`config.mk`:
```
export PLATFORM = sky130hd
export DESIGN_NAME = vga_timing_decoder
export DESIGN_NICKNAME = d
export VERILOG_FILES = /design/src/rtl/vga_pkg.sv /design/src/rtl/vtd_crc16.sv /design/src/rtl/vga_timing_decoder.sv
export SDC_FILE = /design/constraint.sdc
export NUM_CORES = 1
export LEC_CHECK = 0
export CORE_AREA = 2 2 106 77
export DETAILED_ROUTE_END_ITERATION = 16
export DIE_AREA = 0 0 108 79
export MAX_ROUTING_LAYER = met4
export PLACE_DENSITY = 0.83
export SYNTH_ARGS = -nofsm -noshare
export SYNTH_HDL_FRONTEND = slang
export SYNTH_SLANG_ARGS = --single-unit
export TNS_END_PERCENT = 10
```
`constraint.sdc`:
```
create_clock -name Clk -period 3.6 [get_ports Clk]
set_input_delay 0.72 -clock Clk [delete_from_list [all_inputs] [get_ports Clk]]
set_output_delay 0.72 -clock Clk [all_outputs]
set_load 0.03 [all_outputs]
```
`src/rtl/vga_pkg.sv`:
```
// Shared constants and types for the VGA timing decoder.
// The CRC constants exist only when VGA_FRAME_CRC_EN is defined.
package vga_pkg;
  localparam int H_TOTAL_DEF     = 800;
  localparam int V_TOTAL_DEF     = 525;
  localparam int H_ACTIVE_DEF    = 640;
  localparam int V_ACTIVE_DEF    = 480;
  localparam int LOCK_FRAMES_DEF = 2;

`ifdef VGA_FRAME_CRC_EN
  localparam logic [15:0] CRC_POLY = 16'h1021;
  localparam logic [15:0] CRC_INIT = 16'hFFFF;
`endif

  typedef logic [9:0] coord_t;

  typedef enum logic [1:0] {SEARCH, MEASURE, LOCKED} vtd_state_t;

  function automatic coord_t sat_inc(input coord_t v);
    return (v == 10'h3FF) ? v : v + 10'd1;
  endfunction
endpackage

```
`src/rtl/vtd_crc16.sv`:
```
// CRC-16-CCITT next-state function consuming 12 data bits per step, MSB first.
// Present only in the VGA_FRAME_CRC_EN build.
`ifdef VGA_FRAME_CRC_EN
module vtd_crc16
  import vga_pkg::*;
(
  input  logic [15:0] crc_in,
  input  logic [11:0] data,
  output logic [15:0] crc_out
);
  logic [15:0] c;

  always_comb begin
    c = crc_in;
    for (int i = 11; i >= 0; i--) begin
      if (c[15] ^ data[i]) c = {c[14:0], 1'b0} ^ CRC_POLY;
      else                 c = {c[14:0], 1'b0};
    end
    crc_out = c;
  end
endmodule
`endif

```
`src/rtl/vga_timing_decoder.sv`:
```
// Recovers pixel coordinates, line/frame strobes and lock status from VGA hs/vs/blank.
// Defining VGA_FRAME_CRC_EN adds rgb_in/frame_crc and a per-frame CRC-16 of active pixels.
module vga_timing_decoder
  import vga_pkg::*;
#(
  parameter int H_TOTAL     = H_TOTAL_DEF,
  parameter int V_TOTAL     = V_TOTAL_DEF,
  parameter int H_ACTIVE    = H_ACTIVE_DEF,
  parameter int V_ACTIVE    = V_ACTIVE_DEF,
  parameter int LOCK_FRAMES = LOCK_FRAMES_DEF
) (
  input  logic        Clk,
  input  logic        Reset,
  input  logic        pixel_clk,
  input  logic        hs,
  input  logic        vs,
  input  logic        blank,
`ifdef VGA_FRAME_CRC_EN
  input  logic [11:0] rgb_in,
  output logic [15:0] frame_crc,
`endif
  output logic [9:0]  RecX,
  output logic [9:0]  RecY,
  output logic        de,
  output logic        line_start,
  output logic        frame_start,
  output logic        locked,
  output logic        sync_err,
  output logic [9:0]  h_len,
  output logic [9:0]  v_len
);
  vtd_state_t state_q, state_d;
  logic       pix_clk_q, pix_clk_d;
  logic       hs_q, hs_d, vs_q, vs_d, blank_q, blank_d;
  coord_t     h_cnt_q, h_cnt_d, v_cnt_q, v_cnt_d;
  coord_t     h_len_q, h_len_d, v_len_q, v_len_d;
  coord_t     rec_x_q, rec_x_d, rec_y_q, rec_y_d;
  logic       line_act_q, line_act_d, frame_act_q, frame_act_d;
  logic       frame_ok_q, frame_ok_d;
  logic [3:0] good_cnt_q, good_cnt_d;
  logic       de_q, de_d, line_start_q, line_start_d;
  logic       frame_start_q, frame_start_d, sync_err_q, sync_err_d;

  logic       tick, hs_fall, vs_fall, blank_rise, is_locked;
  logic       bad_line, frame_good, de_now, line_act_eff, frame_act_eff;
  coord_t     h_len_new, v_len_new;

  always_comb begin
    tick       = pixel_clk & ~pix_clk_q;
    hs_fall    = tick & hs_q & ~hs;
    vs_fall    = tick & vs_q & ~vs;
    blank_rise = tick & ~blank_q & blank;
    is_locked  = (state_q == LOCKED);

    // A line ending on the same tick as vs_fall still belongs to the old frame.
    h_len_new  = sat_inc(h_cnt_q);
    v_len_new  = hs_fall ? sat_inc(v_cnt_q) : v_cnt_q;
    bad_line   = hs_fall & (h_len_new != coord_t'(H_TOTAL));
    frame_good = frame_ok_q & ~bad_line & (v_len_new == coord_t'(V_TOTAL));

    pix_clk_d     = pixel_clk;
    hs_d          = hs_q;
    vs_d          = vs_q;
    blank_d       = blank_q;
    h_cnt_d       = h_cnt_q;
    v_cnt_d       = v_cnt_q;
    h_len_d       = h_len_q;
    v_len_d       = v_len_q;
    rec_x_d       = rec_x_q;
    rec_y_d       = rec_y_q;
    state_d       = state_q;
    good_cnt_d    = good_cnt_q;
    frame_ok_d    = frame_ok_q;
    de_d          = de_q;
    line_start_d  = hs_fall & is_locked;
    frame_start_d = vs_fall & is_locked;
    sync_err_d    = 1'b0;

    line_act_eff  = line_act_q & ~hs_fall;
    frame_act_eff = frame_act_q & ~vs_fall;
    line_act_d    = line_act_q;
    frame_act_d   = frame_act_q;

    if (tick) begin
      hs_d        = hs;
      vs_d        = vs;
      blank_d     = blank;
      h_cnt_d     = hs_fall ? '0 : sat_inc(h_cnt_q);
      line_act_d  = line_act_eff | blank_rise;
      frame_act_d = frame_act_eff | blank_rise;
      if (hs_fall) h_len_d = h_len_new;
      if (vs_fall) begin
        v_cnt_d = '0;
        v_len_d = v_len_new;
      end else if (hs_fall) begin
        v_cnt_d = sat_inc(v_cnt_q);
      end

      // The first active pixel of a line holds the 0 loaded at hs_fall.
      if (hs_fall)
        rec_x_d = '0;
      else if (blank && blank_q && rec_x_q != coord_t'(H_ACTIVE - 1))
        rec_x_d = rec_x_q + 10'd1;

      if (blank_rise && !line_act_eff && frame_act_eff && rec_y_q != coord_t'(V_ACTIVE - 1))
        rec_y_d = rec_y_q + 10'd1;
      else if (vs_fall)
        rec_y_d = '0;
    end

    case (state_q)
      SEARCH: begin
        if (vs_fall) begin
          state_d    = MEASURE;
          good_cnt_d = '0;
          frame_ok_d = 1'b1;
        end
      end
      MEASURE: begin
        if (vs_fall) begin
          frame_ok_d = 1'b1;
          if (frame_good) begin
            good_cnt_d = good_cnt_q + 4'd1;
            if (good_cnt_q + 4'd1 == 4'(LOCK_FRAMES)) state_d = LOCKED;
          end else begin
            good_cnt_d = '0;
          end
        end else if (bad_line) begin
          frame_ok_d = 1'b0;
        end
      end
      LOCKED: begin
        if (bad_line || (vs_fall && !frame_good)) begin
          sync_err_d = 1'b1;
          state_d    = MEASURE;
          good_cnt_d = '0;
          frame_ok_d = vs_fall;
        end else if (vs_fall) begin
          frame_ok_d = 1'b1;
        end
      end
      default: state_d = SEARCH;
    endcase

    de_now = tick & (state_d == LOCKED) & blank;
    if (tick) de_d = de_now;
  end

  always_ff @(posedge Clk or posedge Reset) begin
    if (Reset) begin
      state_q       <= SEARCH;
      pix_clk_q     <= 1'b0;
      hs_q          <= 1'b1;
      vs_q          <= 1'b1;
      blank_q       <= 1'b0;
      h_cnt_q       <= '0;
      v_cnt_q       <= '0;
      h_len_q       <= '0;
      v_len_q       <= '0;
      rec_x_q       <= '0;
      rec_y_q       <= '0;
      line_act_q    <= 1'b0;
      frame_act_q   <= 1'b0;
      frame_ok_q    <= 1'b0;
      good_cnt_q    <= '0;
      de_q          <= 1'b0;
      line_start_q  <= 1'b0;
      frame_start_q <= 1'b0;
      sync_err_q    <= 1'b0;
    end else begin
      state_q       <= state_d;
      pix_clk_q     <= pix_clk_d;
      hs_q          <= hs_d;
      vs_q          <= vs_d;
      blank_q       <= blank_d;
      h_cnt_q       <= h_cnt_d;
      v_cnt_q       <= v_cnt_d;
      h_len_q       <= h_len_d;
      v_len_q       <= v_len_d;
      rec_x_q       <= rec_x_d;
      rec_y_q       <= rec_y_d;
      line_act_q    <= line_act_d;
      frame_act_q   <= frame_act_d;
      frame_ok_q    <= frame_ok_d;
      good_cnt_q    <= good_cnt_d;
      de_q          <= de_d;
      line_start_q  <= line_start_d;
      frame_start_q <= frame_start_d;
      sync_err_q    <= sync_err_d;
    end
  end

  assign RecX        = rec_x_q;
  assign RecY        = rec_y_q;
  assign de          = de_q;
  assign line_start  = line_start_q;
  assign frame_start = frame_start_q;
  assign locked      = (state_q == LOCKED);
  assign sync_err    = sync_err_q;
  assign h_len       = h_len_q;
  assign v_len       = v_len_q;

`ifdef VGA_FRAME_CRC_EN
  logic [15:0] crc_q, crc_d, crc_step, frame_crc_q, frame_crc_d;

  vtd_crc16 u_crc (
    .crc_in  (crc_q),
    .data    (rgb_in),
    .crc_out (crc_step)
  );

  // The running CRC is published and restarted at every frame boundary.
  always_comb begin
    crc_d       = crc_q;
    frame_crc_d = frame_crc_q;
    if (vs_fall) begin
      frame_crc_d = crc_q;
      crc_d       = CRC_INIT;
    end else if (de_now) begin
      crc_d = crc_step;
    end
  end

  always_ff @(posedge Clk or posedge Reset) begin
    if (Reset) begin
      crc_q       <= CRC_INIT;
      frame_crc_q <= '0;
    end else begin
      crc_q       <= crc_d;
      frame_crc_q <= frame_crc_d;
    end
  end

  assign frame_crc = frame_crc_q;
`endif
endmodule

```
==> out/metrics.yaml <==
status: "finished, final reports clean"
swShare: 0.310
multi_input_comb_area_um2: 2020
finalHoldViolCount: 0
comb_power_share: 0.233
synth_edf_count: 0
grtUsageMet3: 0.0608
vdd_drop_max_mv: 0.395
die_h_um: 79
cp.required_ns: 3.84
routed_wirelength_um: 9410
seqCellArea_um2: 1930
tns_ns: 0
rsz0062_at_grt: "false"
maxCapViolCount: 0
drc: 0
cts_root_buffer: "clkbuf_8"
clockBufferDepth: 2
grt.busiest_layer: "met2"
ios: 51
clock_sinks: 77
path_class: "reg -> reg"
die-area_um2: 8530
critPathCaptureType: "flop"
vias: 3483
drive_above_1_share: 0.105
min_period_ns: 3.01
p_leak_nw: 2.18
post-place-ws_ns: 0.258
fp.dieW_um: 108
cts_tree: "done"
cts.repair.resized: 0
ctsHoldBuffers: 0
synth_nets: 456
crit_arrival_ns: 3.24
crit_fanout: 9
grtUsageMet2: 0.361
vias_per_cell: 5.83
synthCells: 440
yosysSeqAreaShare: 0.467
ys_ff_latch: 77
dpl.hpwl_um: 6460
seq_power_share: 0.434
cts_setup_buffers: 0
drt.antenna.violating_nets: 0
drt_pass1_iterations: 5
antenna_found_initial: 0
syn_avg_cell_area_um2: 9.38
tightestPinTransition_ns: 0.490
ys_types: 68
power_density_nw_per_um2: 518
clock_latency_ns: 0.35
drv_slew: 0
p_switching_uw: 801
max_slew_margin: 0.673
r2r-start: "h_cnt_q[1]$_DFFE_PP0N_"
worstSetupStartpointType: "flop"
grt_pass1_vias: 3261
n_fill_cell: 592
grt_pass1_wl_um: 16100
max_freq_mhz: 333
ys.flop_type: "dfrtp_1"
io_buffers: 50
core-area_um2: 7600
gr-usage-met1: 0.349
startpoint: "h_cnt_q[1]$_DFFE_PP0N_"
netlist_area_um2: 4130
ys_async_sr_fraction: 1.00
drtIter0Drc: 292
postLayoutCoreUtil: 0.656
gp_congestion: 0.993
p_clk_frac: 0.332
grt_usage: 0.250
initial_core_util: 0.543
fin_skew_ns: 0.0101
nets: 508
fin_hold_ws_ns: 0.468
p_int_mw: 1.78
diodes: 0
wl_per_cell_um: 15.8
grt_max_degree: 78
yosysWarningCount: 0
num_rows: 27
clk_pin_slew_ns: 0.07
htree_levels: 3
fin_ws_ns: 0.594
grt_overflow: 0
hold_class: "reg -> reg"
setup_viol_count_final: 0
worstHoldStart: "vs_q$_DFFE_PP1N_"
period_share: 0.835
cts_buffers: 9
area_growth_pct: 20.8
## registers in the layout, summed over array words and instances (netlist names)
| register | cells |
|---|---|
| sync_err | 1 |
| v_cnt_q | 10 |
| hs_q | 1 |
| v_len | 10 |
| de | 1 |
| h_len | 10 |
| good_cnt_q | 4 |
| pix_clk_q | 1 |
| blank_q | 1 |
| state_q | 2 |
| h_cnt_q | 10 |
| line_act_q | 1 |
| frame_act_q | 1 |
| frame_ok_q | 1 |
| frame_start | 1 |
| vs_q | 1 |
| line_start | 1 |
| RecY | 10 |
| RecX | 10 |
## worst paths after layout
| check | to | slack, ns | depth (start not counted) |
|---|---|---|---|
| min | vs_q$_DFFE_PP1N_ | 0.47 | 2 |
| max | good_cnt_q[1]$_DFFE_PP0P_ | 0.59 | 9 |
| min reg2reg | vs_q$_DFFE_PP1N_ | 0.47 | 2 |
| min in group asynchronous | RecY[2]$_DFFE_PP0P_ | 0.76 | 3 |
| max in group asynchronous | hs_q$_DFFE_PP1N_ | 2.50 | 3 |
| max reg2reg | good_cnt_q[1]$_DFFE_PP0P_ | 0.59 | 9 |
## kinds of logic (layout without fill, tap and decap cells)
kind of cell               Yosys count  in the layout  synth area share
and+or+nand+nor                    195            195             0.243
adders and majority gates           10             10            0.0303
buffers and inverters               35             91            0.0439
muxes                               10             10            0.0261
xor gates and xnor gates            22             22            0.0467
DFF                                 77             77             0.467
AOI/OAI and AO/OA                   91             91             0.142
## metrics by stage
step	cell area (µm²)	power, mW	cells
floorplan	4130	1.53	440
global placement	4730	1.71	582
detailed placement	4730	1.73	582
CTS	4990	2.60	597
global route	4990	2.72	597
finish	4990	2.58	597
## worst max-delay path, stage by stage (launching register included)
cell and delay (ns):
dfrtp_1 0.47, ha_1 0.33, nand2_1 0.20, nor2_1 0.38
a31oi_1 0.14, or4_4 0.54, nand2_4 0.15, o2bb2ai_1 0.19
a21oi_1 0.17, mux2_4 0.31
## placed cells by master, fill, tap and decap left out, drive strengths merged, types with 13 or more instances in the layout
master	instances
nand2	61
dfrtp	75
and3	15
nor2	50
a21oi	25
nand3	24
inv	15
clkdlybuf4s50	50
xor2	13
o21ai	29
## power groups by stage
stage | Clock (mW) | Combinational [mW] | Sequential (mW)
finish | 0.859 | 0.603 | 1.12
global placement | 0 | 0.587 | 1.13
floorplan | 0 | 0.317 | 1.21
global route | 0.919 | 0.658 | 1.14
detailed placement | 0 | 0.601 | 1.13
CTS | 0.876 | 0.603 | 1.12
## area by class of cell
class / count / area share
Timing Repair Buffer: 61 / 0.119
Sequential cell: 77 / 0.387
Tap cell: 101 / 0.0253
Multi-Input combinational cell: 328 / 0.405
Inverter: 15 / 0.0113
Clock inverter: 4 / 0.0241
Clock buffer: 11 / 0.0283
## synthesized netlist by cell type (all sizes together), types with 4 or more instances
cell     n  area (µm²)
nand2b   6        37.5
nand3   24         133
nand2   61         236
nor3     9        61.3
and3    15         105
a31oi    8        65.1
nor2    50         188
mux2i    7        70.1
ha      10         125
o22ai    4        25.0
xor2    13         114
buf      9        72.6
o21ai   29         145
and4     4        36.3
nand4    6        37.5
dfrtp   75        1880
clkbuf  11        52.5
a21oi   25         129
xnor2    9        78.8
inv     15        56.3
## layer usage
metal  vias to the layer above  part of all wire
met4                         0             0.018
li1                       1654                 -
met5                         -                 0
met3                        20             0.080
met2                       165              0.44
met1                      1644              0.47
Note: power is estimated with default switching activity, not from simulation.
